### config.mk
export PLATFORM = sky130hd
export DESIGN_NAME = data_mem_ctrl
export DESIGN_NICKNAME = d
export VERILOG_FILES = /design/src/rtl/data_mem_ctrl.sv
export SDC_FILE = /design/constraint.sdc
export NUM_CORES = 1
export LEC_CHECK = 0
export CAP_MARGIN = 20
export CELL_PAD_IN_SITES_DETAIL_PLACEMENT = 0
export CELL_PAD_IN_SITES_GLOBAL_PLACEMENT = 1
export CORE_MARGIN = 2
export CORE_UTILIZATION = 30
export DETAILED_ROUTE_END_ITERATION = 12
export GPL_ROUTABILITY_DRIVEN = 0
export PLACE_DENSITY_LB_ADDON = 0.05
export RECOVER_POWER = 100
export SLEW_MARGIN = 20
export SYNTH_ARGS = -nofsm -noshare
export SYNTH_HDL_FRONTEND = slang
export SYNTH_SLANG_ARGS = --single-unit
### constraint.sdc
create_clock -name clk -period 5.8 [get_ports clk]
set_input_delay 0.58 -clock clk [delete_from_list [all_inputs] [get_ports clk]]
set_output_delay 0.58 -clock clk [all_outputs]
set_load 0.02 [all_outputs]
### src/rtl/data_mem_ctrl.sv
// data_mem_ctrl: initiator side of the data_mem port; sequences single read, single write
// and block-copy commands. Optional address range check: define DATA_MEM_CTRL_ADDR_CHECK_EN.
module data_mem_ctrl #(
    parameter int ADDR_W    = 4,
    parameter int DATA_W    = 4,
    parameter int MEM_DEPTH = 16
) (
    input  logic              clk,
    input  logic              rst,
    input  logic              req_valid,
    output logic              req_ready,
    input  logic [1:0]        req_op,
    input  logic [ADDR_W-1:0] req_addr,
    input  logic [DATA_W-1:0] req_wdata,
    input  logic [ADDR_W-1:0] req_len,
    output logic              resp_done,
    output logic [DATA_W-1:0] resp_rdata,
    output logic              resp_err,
    output logic              mem_read_en,
    output logic              mem_write_en,
    output logic [ADDR_W-1:0] mem_addr,
    output logic [DATA_W-1:0] mem_datain,
    input  logic [DATA_W-1:0] mem_dataout
);

    typedef enum logic [2:0] {
        S_IDLE    = 3'd0,
        S_RD      = 3'd1,
        S_RD_WAIT = 3'd2,
        S_WR      = 3'd3,
        S_CP_RD   = 3'd4,
        S_CP_WAIT = 3'd5,
        S_CP_WR   = 3'd6,
        S_DONE    = 3'd7
    } state_t;

    localparam logic [1:0] OP_RD = 2'b00;
    localparam logic [1:0] OP_WR = 2'b01;
    localparam logic [1:0] OP_CP = 2'b10;

    state_t            state_r, state_n_s;
    logic [ADDR_W-1:0] addr_r, len_r, idx_r, idx_n_s;
    logic [DATA_W-1:0] wdata_r, cbuf_r, resp_rdata_r;
    logic              req_ready_r, resp_done_r, resp_err_r;
    logic              err_r, err_n_s;
    logic              accept_s;
    logic              rd_s, wr_s, addr_bad_s;
    logic [ADDR_W-1:0] addr_s;
    logic [DATA_W-1:0] datain_s;
    logic [ADDR_W:0]   idx_inc_s;

    assign accept_s  = req_valid && req_ready_r;
    assign idx_inc_s = {1'b0, idx_r} + {{ADDR_W{1'b0}}, 1'b1};

    // Memory-side access decode from the current state and latched command fields
    always_comb begin
        rd_s     = 1'b0;
        wr_s     = 1'b0;
        addr_s   = {ADDR_W{1'b0}};
        datain_s = {DATA_W{1'b0}};
        case (state_r)
            S_RD: begin
                rd_s   = 1'b1;
                addr_s = addr_r;
            end
            S_WR: begin
                wr_s     = 1'b1;
                addr_s   = addr_r;
                datain_s = wdata_r;
            end
            S_CP_RD: begin
                rd_s   = 1'b1;
                addr_s = addr_r + idx_r;
            end
            S_CP_WR: begin
                wr_s     = 1'b1;
                addr_s   = wdata_r[ADDR_W-1:0] + idx_r;
                datain_s = cbuf_r;
            end
            default: begin
                rd_s     = 1'b0;
                wr_s     = 1'b0;
                addr_s   = {ADDR_W{1'b0}};
                datain_s = {DATA_W{1'b0}};
            end
        endcase
    end

`ifdef DATA_MEM_CTRL_ADDR_CHECK_EN
    localparam logic [ADDR_W:0] DEPTH_L = MEM_DEPTH[ADDR_W:0];
    assign addr_bad_s = (rd_s || wr_s) && ({1'b0, addr_s} >= DEPTH_L);
`else
    assign addr_bad_s = 1'b0;
`endif

    // An out-of-range access is suppressed here; the FSM reports it via DONE
    assign mem_read_en  = rd_s && !addr_bad_s && !rst;
    assign mem_write_en = wr_s && !addr_bad_s && !rst;
    assign mem_addr     = rst ? {ADDR_W{1'b0}} : addr_s;
    assign mem_datain   = rst ? {DATA_W{1'b0}} : datain_s;

    assign req_ready  = req_ready_r;
    assign resp_done  = resp_done_r;
    assign resp_err   = resp_err_r;
    assign resp_rdata = resp_rdata_r;

    // Next-state, copy index and sticky error decode
    always_comb begin
        state_n_s = state_r;
        idx_n_s   = idx_r;
        err_n_s   = err_r;
        case (state_r)
            S_IDLE: begin
                if (accept_s) begin
                    idx_n_s = {ADDR_W{1'b0}};
                    err_n_s = (req_op == 2'b11);
                    case (req_op)
                        OP_RD:   state_n_s = S_RD;
                        OP_WR:   state_n_s = S_WR;
                        OP_CP:   state_n_s = (req_len != {ADDR_W{1'b0}}) ? S_CP_RD : S_DONE;
                        default: state_n_s = S_DONE;
                    endcase
                end else begin
                    state_n_s = S_IDLE;
                end
            end
            S_RD: begin
                if (addr_bad_s) begin
                    state_n_s = S_DONE;
                    err_n_s   = 1'b1;
                end else begin
                    state_n_s = S_RD_WAIT;
                end
            end
            S_RD_WAIT: state_n_s = S_DONE;
            S_WR: begin
                if (addr_bad_s) begin
                    err_n_s = 1'b1;
                end else begin
                    err_n_s = err_r;
                end
                state_n_s = S_DONE;
            end
            S_CP_RD: begin
                if (addr_bad_s) begin
                    state_n_s = S_DONE;
                    err_n_s   = 1'b1;
                end else begin
                    state_n_s = S_CP_WAIT;
                end
            end
            S_CP_WAIT: state_n_s = S_CP_WR;
            S_CP_WR: begin
                if (addr_bad_s) begin
                    state_n_s = S_DONE;
                    err_n_s   = 1'b1;
                end else begin
                    idx_n_s   = idx_inc_s[ADDR_W-1:0];
                    state_n_s = (idx_inc_s < {1'b0, len_r}) ? S_CP_RD : S_DONE;
                end
            end
            S_DONE:  state_n_s = S_IDLE;
            default: state_n_s = S_IDLE;
        endcase
    end

    // State, command latches and registered response outputs
    always_ff @(posedge clk) begin
        if (rst) begin
            state_r      <= S_IDLE;
            addr_r       <= {ADDR_W{1'b0}};
            len_r        <= {ADDR_W{1'b0}};
            idx_r        <= {ADDR_W{1'b0}};
            wdata_r      <= {DATA_W{1'b0}};
            cbuf_r       <= {DATA_W{1'b0}};
            resp_rdata_r <= {DATA_W{1'b0}};
            err_r        <= 1'b0;
            req_ready_r  <= 1'b1;
            resp_done_r  <= 1'b0;
            resp_err_r   <= 1'b0;
        end else begin
            state_r     <= state_n_s;
            idx_r       <= idx_n_s;
            err_r       <= err_n_s;
            req_ready_r <= (state_n_s == S_IDLE);
            resp_done_r <= (state_n_s == S_DONE);
            resp_err_r  <= (state_n_s == S_DONE) && err_n_s;
            if (accept_s) begin
                addr_r  <= req_addr;
                wdata_r <= req_wdata;
                len_r   <= req_len;
            end
            if (state_r == S_RD_WAIT) begin
                resp_rdata_r <= mem_dataout;
            end
            if (state_r == S_CP_WAIT) begin
                cbuf_r <= mem_dataout;
            end
        end
    end

endmodule

==> impl_metrics.ini <==
[setup_path]
critPathKind = register to output port
worstSetupStartpoint = state_r[0]
r2r_slack_ns = 3.70
crit_path_start_kind = register
r2r-start = req_ready
path_buf_inv = 1
endpoint = mem_addr[3]
crit_fanout = 12
r2r-end = idx_r[2]
slowest_delay_ns = 0.72
crit_path_end_kind = output port
cp_data_arrival_time_ns = 4.10
crit_slowest_cell = dlygate4sd3_1
crit_family = multiplexers
rr_worst_depth = 5
path_depth = 10
required_ns = 5.22
path_cells = and2b_1 -> nand2_1 -> mux2_2 -> ha_1 -> a21o_1 -> a21oi_2 -> xor2_1 -> mux2_1 -> o32ai_2 -> dlygate4sd3_1

[clock_tree]
insertion_delay_ns = 0.28
cts_resized = 0
cts_tree = yes
cts_buffers = 5
cts_num_sinks = 31
cts_setup_buffers = 0
cts_buffer_depth = 2
ctsHoldBuffers = 0
cts_max_level = 2
cts_root_buffer = clkbuf_8
clkTransAtPathRegs_ns = 0.06

[logic_synthesis]
synth.largest_area_cell = dfxtp_1
synth_cells = 200
synth_commonest_cells = 31 x dfxtp_1, 28 x nand2_1, 23 x nor2_1
async_flop_share_pct = 0
ys_types = 47
synth_edf_count = 0
yosys-top-cells-area = dfxtp_1 37%, a21oi_1 6.5%, nand2_1 6.2%, ha_1 5.2%, nor2_1 5.1%
ys_warn_count = 0
avgSynthCellArea_um2 = 8.47
syn-cell-area_um2 = 1690
synthDominantCellAreaShare_pct = 36.6
syn-num-nets = 229
synth_ff_type = dfxtp_1
synth_most_common_cell = dfxtp_1
ys_seq_elements = 31
ys_seq_area_share_pct = 36.6

[die]
die_h_um = 79.1
row_count = 27
die_w_um = 79.1
io-pin-count = 38
initial_core_util_pct = 31.0
die-area_um2 = 6260
fp.coreArea_um2 = 5470

[timing]
post-route-min-period_ns = 4.68
rsz0062_at_grt = no
finalHoldViolCount = 0
fin_setup_tns_ns = 0
setup-violations-final = 0
holdWs_ns = 0.460
tightest_slew_ns = 0.832
slew_headroom_pct = 44.5
fin_ws_ns = 1.12
fmax_mhz = 214
drv_slew = 0
fin_skew_ns = 0.00398
finalCritPeriodShare_pct = 80.7

[global_routing]
grt_pass1_vias = 1428
grt_pass1_wl_mm = 7.00
grtUsageTotal_pct = 14.3
grt-ovfl-total = 0
antenna_found_initial = 0
grt_max_degree = 22

[finish]
syn_to_final_growth_pct = 26.7
antennaDiodeCount = 0
finish.net_count = 261
drive_above_1_share_pct = 6.44
n_fill_cell = 600
fin_cells = 305

[pwr]
p_per_area_nw_per_um2 = 298
leakage_nw = 0.839
vdd_drop_max_uv = 122

[placement]
io_buffers = 37
dp_slack_ns = 1.54
dp.cells = 297
dp_hpwl_mm = 3.09

[route]
drtIter0Drc = 57
drtPass1Iterations = 4
antenna_left = 0
viasPerCell = 4.76
vias = 1453
drc = 0
wirelength_mm = 4.13
post_drt_wl_per_cell_um = 13.5

[outcome]
status = finished clean

[hold_path]
hp-class = register to register

[job]
cap_violations = 0
power by group:
group	internal (W)	switching [W]	total [W]
clock	0.0000841	0.0000797	0.000164
sequential	0.000238	0.0000415	0.000280
combinational	0.0000858	0.000109	0.000195
worst register-to-register path: cells and delay by family (launching register included):
| family | cells | cell delay, ns |
|---|---|---|
| and+or+nand+nor | 3 | 1.36 |
| AOI/OAI and AO/OA | 2 | 0.27 |
| DFF | 1 | 0.33 |
layout by cell type, fill, tap and decap left out, drive strengths merged:
master         synthesis  final
a21oi                 24     24
nand2b                 6      6
inv                    7      7
a31oi                  2      2
clkdlybuf4s50          0     19
xnor2                  2      2
o41ai                  1      1
clkinv                 0      1
ha                     7      7
xor2                   2      2
nand3b                 1      1
a21boi                 1      1
dlygate4sd3            0     18
mux2                   4      4
o31ai                  1      1
nand2                 29     29
mux2i                  8      8
dfxtp                 31     31
clkbuf                 4      8
or2                    1      1
a21o                   1      1
nor3                   2      2
nor2                  26     26
nor2b                  1      1
o21bai                 1      1
nor3b                  3      3
nor4                   2      2
nand3                  6      6
and2                   2      2
and3                   1      1
o21ai                  3      3
o311ai                 1      1
fa                     1      1
nand4b                 1      1
and2b                  1      1
a211oi                 1      1
a22oi                  6      6
o32ai                  1      1
state kept, by name, summed over array words and instances (netlist names):
| name | cells |
|---|---|
| resp_rdata | 4 |
| wdata_r | 4 |
| req_ready | 1 |
| err_r | 1 |
| addr_r | 4 |
| cbuf_r | 4 |
| resp_err | 1 |
| resp_done | 1 |
| state_r | 3 |
| idx_r | 4 |
| len_r | 4 |
per-layer routing:
metal,vias to the layer above,GRT usage [%],wire length [µm]
li1,746,-,-
met3,14,4.20,202
met1,657,18.8,2000
met2,36,21.7,1770
met4,0,6.21,150
met5,-,0,0
layout make-up:
| cell class | count | area (µm²) | share of cell area, % |
|---|---|---|---|
| multi-input combinational | 149 | 953 | 44.4 |
| sequential | 31 | 621 | 28.9 |
| timing repair buffer | 38 | 374 | 17.4 |
| tap | 72 | 90.1 | 4.20 |
| clock buffer | 7 | 76.3 | 3.56 |
| inverter | 7 | 26.3 | 1.22 |
| clock inverter | 1 | 5.00 | 0.233 |
worst min path at each step:
stage | from | end | slack, ns | cells past startpoint
final | addr_r[3] | addr_r[3] | 0.46 | 2
after global routing | len_r[1] | len_r[1] | 0.48 | 2
after CTS | len_r[2] | len_r[2] | 0.46 | 2
after detailed placement | len_r[2] | len_r[2] | 0.45 | 2
after global placement | len_r[0] | len_r[0] | 0.45 | 2
after floorplan | len_r[0] | len_r[0] | 0.43 | 2
kinds of logic (layout without fill, tap and decap cells):
group / count (synthesis) / count (layout) / synth area share [%]
mux: 12 / 12 / 7.39
buf+inv: 20 / 53 / 5.91
xor+xnor: 4 / 4 / 2.07
fa+ha+maj: 8 / 8 / 6.35
compound gates: 43 / 43 / 16.0
flops: 31 / 31 / 36.6
simple gates: 82 / 82 / 25.6
per-stage QoR:
stage | total power [W] | instance area [µm²] | util [%]
6_report | 0.000639 | 2150 | 39.2
5_1_grt | 0.000689 | 2150 | 39.2
4_1_cts | 0.000664 | 2170 | 39.6
3_5_place_dp | 0.000497 | 2090 | 38.2
3_3_place_gp | 0.000495 | 2090 | 38.2
2_1_floorplan | 0.000440 | 1690 | -
No activity file was read; power rests on OpenSTA's default activity.
